===== src/rtl/dds_sweep_ctrl.sv =====
// Sweep sequencer for the DDS phase accumulator: steps the tuning word from
// k_start to k_stop on sample ticks, or passes the manual switches through when idle.
module dds_sweep_ctrl #(
   parameter int unsigned K_W     = 8,
   parameter int unsigned DWELL_W = 16
) (
   input  logic               clk,
   input  logic               rst,
   input  logic               tick,
   input  logic               start,
   input  logic               stop,
   input  logic [1:0]         mode,
   input  logic [K_W-1:0]     k_start,
   input  logic [K_W-1:0]     k_stop,
   input  logic [K_W-1:0]     k_step,
   input  logic [DWELL_W-1:0] dwell,
   input  logic [K_W-1:0]     manual_k,
   input  logic [3:0]         wave_sel_in,
   output logic [K_W-1:0]     k_out,
   output logic [3:0]         wave_sel,
   output logic               busy,
   output logic               done,
   output logic               err,
   output logic               dir
);

   typedef enum logic [1:0] {
      S_IDLE,
      S_ARM,
      S_DWELL,
      S_DONE
   } state_t;

   state_t             r_state;
   state_t             w_state_nxt;

   logic [K_W-1:0]     r_k_out;
   logic [3:0]         r_wave_sel;
   logic               r_dir;
   logic               r_err;
   logic [DWELL_W-1:0] r_dwell_cnt;

   logic [1:0]         r_mode;
   logic [K_W-1:0]     r_k_start;
   logic [K_W-1:0]     r_k_stop;
   logic [K_W-1:0]     r_k_step;
   logic [DWELL_W-1:0] r_dwell;

   logic [K_W-1:0]     w_k_nxt;
   logic [3:0]         w_wave_nxt;
   logic               w_dir_nxt;
   logic               w_err_nxt;
   logic [DWELL_W-1:0] w_cnt_nxt;
   logic               w_latch;

   logic               w_cfg_bad;
   logic [K_W:0]       w_up;
   logic [K_W:0]       w_dn;
   logic               w_up_ok;
   logic               w_dn_ok;

   // One extra bit on both candidates so overflow/borrow never wraps into k_out.
   assign w_cfg_bad = (k_step == '0) || (k_start > k_stop);
   assign w_up      = {1'b0, r_k_out} + {1'b0, r_k_step};
   assign w_dn      = {1'b0, r_k_out} - {1'b0, r_k_step};
   assign w_up_ok   = (w_up <= {1'b0, r_k_stop});
   assign w_dn_ok   = !w_dn[K_W] && (w_dn[K_W-1:0] >= r_k_start);

   always_ff @(posedge clk) begin
      if (rst) begin
         r_state <= S_IDLE;
      end else begin
         r_state <= w_state_nxt;
      end
   end

   always_comb begin
      w_state_nxt = r_state;
      w_k_nxt     = r_k_out;
      w_wave_nxt  = r_wave_sel;
      w_dir_nxt   = r_dir;
      w_err_nxt   = 1'b0;
      w_cnt_nxt   = r_dwell_cnt;
      w_latch     = 1'b0;

      case (r_state)
         S_IDLE: begin
            w_k_nxt    = manual_k;
            w_wave_nxt = wave_sel_in;
            if (start && !stop) begin
               if (w_cfg_bad) begin
                  w_err_nxt = 1'b1;
               end else begin
                  w_latch     = 1'b1;
                  w_dir_nxt   = 1'b0;
                  w_state_nxt = S_ARM;
               end
            end
         end

         S_ARM: begin
            if (stop) begin
               w_state_nxt = S_IDLE;
            end else if (tick) begin
               w_k_nxt     = r_k_start;
               w_cnt_nxt   = r_dwell;
               w_state_nxt = S_DWELL;
            end
         end

         S_DWELL: begin
            if (stop) begin
               w_state_nxt = S_IDLE;
            end else if (tick) begin
               if (r_dwell_cnt != '0) begin
                  w_cnt_nxt = r_dwell_cnt - DWELL_W'(1);
               end else begin
                  w_cnt_nxt = r_dwell;
                  if (!r_dir) begin
                     if (w_up_ok) begin
                        w_k_nxt = w_up[K_W-1:0];
                     end else begin
                        case (r_mode)
                           2'b01: w_k_nxt = r_k_start;
                           2'b10: begin
                              w_dir_nxt = 1'b1;
                              if (w_dn_ok) w_k_nxt = w_dn[K_W-1:0];
                           end
                           default: w_state_nxt = S_DONE;
                        endcase
                     end
                  end else begin
                     if (w_dn_ok) begin
                        w_k_nxt = w_dn[K_W-1:0];
                     end else begin
                        w_dir_nxt = 1'b0;
                        if (w_up_ok) w_k_nxt = w_up[K_W-1:0];
                     end
                  end
               end
            end
         end

         S_DONE: begin
            w_k_nxt     = manual_k;
            w_wave_nxt  = wave_sel_in;
            w_state_nxt = S_IDLE;
         end

         default: w_state_nxt = S_IDLE;
      endcase
   end

   always_ff @(posedge clk) begin
      if (rst) begin
         r_k_out     <= '0;
         r_wave_sel  <= '0;
         r_dir       <= 1'b0;
         r_err       <= 1'b0;
         r_dwell_cnt <= '0;
         r_mode      <= '0;
         r_k_start   <= '0;
         r_k_stop    <= '0;
         r_k_step    <= '0;
         r_dwell     <= '0;
      end else begin
         r_k_out     <= w_k_nxt;
         r_wave_sel  <= w_wave_nxt;
         r_dir       <= w_dir_nxt;
         r_err       <= w_err_nxt;
         r_dwell_cnt <= w_cnt_nxt;
         if (w_latch) begin
            r_mode    <= mode;
            r_k_start <= k_start;
            r_k_stop  <= k_stop;
            r_k_step  <= k_step;
            r_dwell   <= dwell;
         end
      end
   end

   assign k_out    = r_k_out;
   assign wave_sel = r_wave_sel;
   assign busy     = (r_state == S_ARM) || (r_state == S_DWELL);
   assign done     = (r_state == S_DONE);
   assign err      = r_err;
   assign dir      = r_dir;

endmodule


===== config.mk =====
export PLATFORM = sky130hd
export DESIGN_NAME = dds_sweep_ctrl
export DESIGN_NICKNAME = d
export VERILOG_FILES = /design/src/rtl/dds_sweep_ctrl.sv
export SDC_FILE = /design/constraint.sdc
export NUM_CORES = 1
export LEC_CHECK = 0
export CAP_MARGIN = 0
export CORE_UTILIZATION = 25
export DETAILED_ROUTE_END_ITERATION = 7
export DONT_BUFFER_PORTS = 1
export GPL_ROUTABILITY_DRIVEN = 0
export HOLD_SLACK_MARGIN = 0.15
export PLACE_DENSITY = 0.44
export SYNTH_ARGS = -nofsm -noshare
export SYNTH_HDL_FRONTEND = slang
export SYNTH_SLANG_ARGS = --single-unit

===== constraint.sdc =====
create_clock -name clk -period 3.9 [get_ports clk]
set_input_delay 0.78 -clock clk [delete_from_list [all_inputs] [get_ports clk]]
set_output_delay 0.78 -clock clk [all_outputs]
set_load 0.05 [all_outputs]

## After elaboration in Yosys (flattened, before gate mapping)

Index checks and enable logic that the tools add are counted.

| word-level totals | value |
|---|---|
| output and inout port bits | 16 |
| bits in registers | 74 |
| logic and storage cells | 101 |

| operators by class | value |
|---|---|
| add/subtract/negate cells | 3 |
| equality and inequality tests | 21 |
| bitwise gates (word level) | 2 |
| muxes and demuxes | 43 |
| reductions and logical operators | 18 |
| order comparisons | 3 |

Operators by type and width:

| kind | number |
|---|---|
| 16-bit 2-to-1 mux | 5 |
| 8-bit 2-to-1 mux | 10 |
| 16-bit one-hot mux with 2 select lines | 1 |
| 8-bit one-hot mux with 3 select lines | 1 |
| 2-bit 2-to-1 mux | 10 |
| 3-bit inequality test (second input constant) | 6 |
| 8-bit one-hot mux with 2 select lines | 1 |
| 8-bit AND reduction | 2 |
| 16-bit nonzero test | 1 |
| 16-bit by 1-bit subtractor with 16-bit output (second input constant) | 1 |
| 2-bit inequality test (second input constant) | 7 |
| 1-bit 2-to-1 mux | 13 |
| 8-bit by 8-bit adder with 9-bit output | 1 |
| 9-bit by 8-bit <= comparator with 1-bit output | 1 |
| 8-bit by 8-bit subtractor with 9-bit output | 1 |
| 8-bit greater-or-equal comparator | 1 |
| 8-bit greater-than comparator | 1 |
| 8-bit logical NOT | 1 |
| 4-bit inequality test (second input constant) | 2 |
| 2-bit one-hot mux with 4 select lines | 1 |
| 2-bit equality test (second input constant) | 3 |
| 6-bit AND reduction | 1 |
| 5-bit by 3-bit inequality test with 1-bit output (second input constant) | 1 |
| 5-bit AND reduction | 1 |
| other kinds (10) | 17 |

## Longest topological paths before layout

| depth | value |
|---|---|
| depth in word-level cells | 11 |
| depth in mapped cells | 18 |
| mapped depth without buffers | 16 |

## Worst setup path after synthesis

OpenSTA, ideal clock, no wires.

| timing path | value |
|---|---|
| path kind | reg2reg |
| from | reg r_k_out[1] (netlist: k_out[1]) |
| to | reg r_k_out[2] (netlist: k_out[2]) |
| path slack | -0.275 ns |
| arrival time | 4.074 ns |
| path buffers | 1 |
| data required time | 3.799 ns |
| cell stages (with the launch flop) | 16 |
| library setup time | 0.101 ns |
| cell sequence | dfxtp_1 > inv_1 > fa_1 > o21ba_2 > o21bai_2 > a2111oi_0 > nor3_1 > ha_1 > a22oi_1 > o2111ai_1 > a31oi_1 > o22ai_1 > nor2_1 > o32ai_4 > buf_6 > o41ai_1 |

| on the way | value |
|---|---|
| cells in the longest elaborated chain, start to end | 9 |
| elaborated cells on any way between the ends | 20 |
| classes of those cells | 2 x add/sub; 2 x order compare; 3 x eq/ne; 10 x mux; 3 x reduce/logical |

RTL lines:

| item | line | source |
|---|---|---|
| from (decl) | 37 | `logic [K_W-1:0] r_k_out;` |
| from (signal assigned) | 167 | `r_k_out <= w_k_nxt;` |
| 8-bit by 8-bit subtractor with 9-bit output | 65 | `assign w_dn = {1'b0, r_k_out} - {1'b0, r_k_step};` |
| 8-bit greater-or-equal comparator, or another cell as far along | 67 | `assign w_dn_ok = !w_dn[K_W] && (w_dn[K_W-1:0] >= r_k_start);` |
| 1-bit logical AND / 8-bit one-hot mux with 2 select lines (equally long branches) | 67, 123 |  |
| 8-bit 2-to-1 mux, on equally long branches | 133, 120 |  |
| 8-bit 2-to-1 mux | 119 | `if (!r_dir) begin` |
| 8-bit 2-to-1 mux | 115 | `if (r_dwell_cnt != '0) begin` |
| 8-bit 2-to-1 mux | 114 | `end else if (tick) begin` |
| 8-bit 2-to-1 mux | 112 | `if (stop) begin` |
| 8-bit one-hot mux with 3 select lines | 86 | `case (r_state)` |

Several ways; a longest one is shown, not always the timed one. The select of a mux whose other input is x is not followed.
A chain may end at the register's enable or synchronous reset.

## Worst setup path after layout

| timing path | value |
|---|---|
| from | reg r_k_out[0] (netlist: k_out[0]) |
| to | reg r_k_out[0] (netlist: k_out[0]) |

The elaborated chain is that of the path after synthesis.

==> flow_summary_export.csv <==
group,metric,value,unit
route,wl_per_cell,17.03,um
pwr,powerDensity,611.6,mW/mm^2
cells_and_area,final_nets,783,
logic_synthesis,synthMuxAreaShare,4.179,%
logic_synthesis,avgSynthCellArea,7.530,um^2
clock_network,cts_tree,"yes",
clock_network,clock-sinks,74,
floorplanning,row_count,51,
route,totalWireLength,16060,um
cells_and_area,fin_cells,943,
clock_network,cts_buffer_depth,2,
placement,io_buffers,0,
route,drtPass1Iterations,5,
timing,finClkSkew,0.009998,ns
clock_network,clk_latency,0.34,ns
logic_synthesis,synth_compound_area_share,23.11,%
worst_setup_path,cp-end-kind,"flop",
logic_synthesis,ys_async_sr_fraction,0,%
floorplanning,start_util,25.54,%
timing,setup_viol,0,
worst_setup_path,cp_max_fo,5,
worst_setup_path,path_buf_inv,3,
logic_synthesis,ys_types,60,
logic_synthesis,yosysSeqAreaShare,29.81,%
logic_synthesis,synth_xor_area_share,1.234,%
worst_setup_path,crit_slowest_cell,"o32ai_4",
timing,hold_violations,0,
cells_and_area,fin_area,0.005923,mm^2
clock_network,cts-root-buf,"clkbuf_16",
pwr,p_int,2.187,mW
pwr,power.leakage,2.260,nW
cells_and_area,layout-drive-gt1-share,12.54,%
logic_synthesis,ys.flop_type,"dfxtp_1",
route,vias_per_cell,4.975,
logic_synthesis,yosysTopAreaCell,"dfxtp_1",
clock_network,htreeDepth,3,
clock_network,cts_made_buffers,9,
logic_synthesis,synth_fa_ha_area_share,13.14,%
logic_synthesis,netlist_area,0.004970,mm^2
timing,max_freq,266.2,MHz
grt,grt_max_degree,75,
pwr,net-switching-power,1.436,mW
clock_network,cts_hold_buffers,0,
pwr,total_power,3.623,mW
worst_setup_path,worstPathRequired,4.18,ns
route,drc,0,
cells_and_area,antenna_cells,0,
outcome,status,"finished, final reports clean",
worst_setup_path,crit_top_cell,"o21ai_0",
timing,period_needed,3.756,ns
job,maxCapViolations,0,
floorplanning,dieWidth,143.0,um
route,vias,4691,
worst_setup_path,crit_chain,"ha_1 > inv_1 > fa_2 > o21ba_2 > o21bai_2 > buf_4 > and3_1 > nor3_1 > ha_1 > o21ai_0 > o21ai_0 > o21ai_0 > o22ai_2 > nor2_4 > o32ai_4 > a221oi_1 > a221oi_1 > buf_4",
logic_synthesis,synth_top_family_by_area,"compound AO/OA/AOI/OAI gates",
route,drtIter0Drc,399,
worst_setup_path,crit_type,"flop to flop",
placement,dp.cells,922,
cells_and_area,syn2layout_area_growth,19.18,%
logic_synthesis,synth.top_cells.by_area,"dfxtp_1 (30%), ha_1 (12%), nand2_1 (7.9%)",
route,ant_nets,0,
pwr,p_comb_share,47.2,%
worst_setup_path,worstSetupStartpointType,"flop",
timing,report.final.slew_viol_count,0,
cells_and_area,utilization,30.43,%
cells_and_area,fillers,2091,
grt,grt_pass1_wl,24650,um
worst_setup_path,path_delay_family,"compound AO/OA/AOI/OAI gates",
pwr,ir_worst_vdd,240.0,uV
timing,period_share,96.32,%
grt,antenna_found_initial,0,
logic_synthesis,synth_top_area_share,29.81,%
logic_synthesis,synth-simple-area-share,20.90,%
worst_setup_path,worstPathArrival,4.04,ns
logic_synthesis,synth_edf_count,0,
logic_synthesis,synth_nets,770,
timing,max_slew_margin,39.79,%
floorplanning,die_area,0.02045,mm^2
worst_setup_path,cpPeakStageDelay,0.38,ns
grt,overflow,0,
logic_synthesis,synth_warnings,0,
placement,dpl_cell_area,0.005419,mm^2
clock_network,clk_pin_slew,0.07,ns
pwr,pwr-share-seq,25.3,%
min_path,hold_class,"flop to flop",
grt,grtUsageTotal,15.84,%
floorplanning,die_y,143.0,um
placement,hpwlAfterDp,12140,um
floorplanning,core-area,0.01946,mm^2
logic_synthesis,synthCells,660,
grt,grt_pass1_vias,4460,
timing,hold_ws,0.4533,ns
pwr,power.share.clock,27.4,%
pwr,swShare,39.63,%
floorplanning,ioPinCount,75,
timing,tightest_slew,0.8972,ns
logic_synthesis,ys_ff_latch,74,
## state kept, by name, indices dropped and copies added (netlist names), 2 cells and up
signal       count
r_k_start        8
r_k_step         8
r_mode           2
r_dwell_cnt     16
k_out            8
wave_sel         4
r_dwell         16
r_k_stop         8
r_state          2
## routing by layer
layer,wire length (um),vias to the layer above,GRT usage [%],part of all wire (%)
met4,237,0,5.263,1.5
met1,7871,2216,22.49,49
met5,0,-,0,0
li1,-,2336,-,-
met3,1010,14,3.085,6.3
met2,6940,125,23.67,43
## tightest hold or removal path, delay by kind of cell, from the launching register on
| family | cells | cell delay (ns) |
|---|---|---|
| compound gates | 1 | 0.05 |
| simple gates | 1 | 0.05 |
| flops | 1 | 0.31 |
## power groups by stage
stage	Combinational (mW)	Sequential (mW)	Clock (mW)
after floorplan	1.08	0.983	0
after global placement	1.56	0.930	0
after detailed placement	1.57	0.931	0
after CTS	1.59	0.914	1.02
after global routing	1.87	0.926	1.05
final	1.71	0.918	0.994
## stage by stage
step                setup TNS, ns  setup WS, ns
finish                          0        0.1436
global route              -0.2444      -0.08078
CTS                             0      0.007212
detailed placement        -0.3343      -0.06472
floorplan                       0      0.002371
global placement                0       0.08100
## cell usage after synthesis (4+ instances only)
cell type and count:
nand3_1 17, nand2_1 104, nor2_1 49, nand2b_1 6
a21oi_1 73, ha_1 49, mux2i_1 14, a221oi_1 11
o41ai_1 4, clkbuf_1 29, dfxtp_1 74, mux2_2 6
inv_1 57, a31oi_1 4, or3_1 7, xor2_1 4
a211oi_1 5, nor2b_1 6, nor4_1 8, o21ai_0 43
a2bb2oi_1 5, nor3_1 22
## cells by family (layout without fill, tap and decap cells)
group           after synthesis  count (layout)
flops                        74              74
xor+xnor                      7               7
mux                          20              20
fa+ha+maj                    51              51
simple gates                232             232
compound gates              182             182
buf+inv                      94             112
## cells in the final DEF, fill, tap and decap left out, types with 3 or more instances in the layout
cell,netlist,routed
inv_1,57,57
mux2_2,6,6
xor2_1,4,4
or3_1,7,7
nor2b_1,6,6
nor4_1,8,8
a211oi_1,5,5
mux2i_1,14,14
a211o_1,3,3
nand2b_1,6,6
nor2_1,49,48
dfxtp_2,0,5
a21oi_2,0,3
nand4_1,3,3
a21o_1,3,3
a221oi_1,11,11
bufinv_16,0,3
a21oi_1,73,70
a2bb2oi_1,5,5
dfxtp_1,74,69
buf_4,0,34
o21ai_0,43,43
a31oi_1,4,4
nand3_1,17,17
nor3_1,22,22
nand2_1,104,104
ha_1,49,47
clkbuf_16,0,9
## repair_timing
item | in CTS | in global routing
setup endpoints to repair | 9 | 10
buffers inserted | 0 | 5
gates resized for setup | 3 | 22
pin swaps | 1 | 8
## final timing paths
kind	slack [ns]	from	endpoint	depth (start not counted)
setup / recovery	0.14	k_out[0]$_SDFFE_PP0P_	k_out[0]$_SDFFE_PP0P_	18
setup reg to reg	0.14	k_out[0]$_SDFFE_PP0P_	k_out[0]$_SDFFE_PP0P_	18
hold reg to reg	0.45	r_dwell[11]$_SDFFE_PP0P_	r_dwell[11]$_SDFFE_PP0P_	2
hold / removal	0.45	r_dwell[11]$_SDFFE_PP0P_	r_dwell[11]$_SDFFE_PP0P_	2
## area by class of cell
type / count / area, um^2 / share of cell area, %
Inverter: 58 / 217.7 / 3.676
Multi-Input combinational cell: 492 / 3219 / 54.35
Timing Repair Buffer: 38 / 317.8 / 5.365
Clock buffer: 9 / 225.2 / 3.802
Tap cell: 265 / 331.6 / 5.598
Sequential cell: 74 / 1488 / 25.12
Clock inverter: 7 / 123.9 / 2.091
Power figures use the tool's default switching activity.
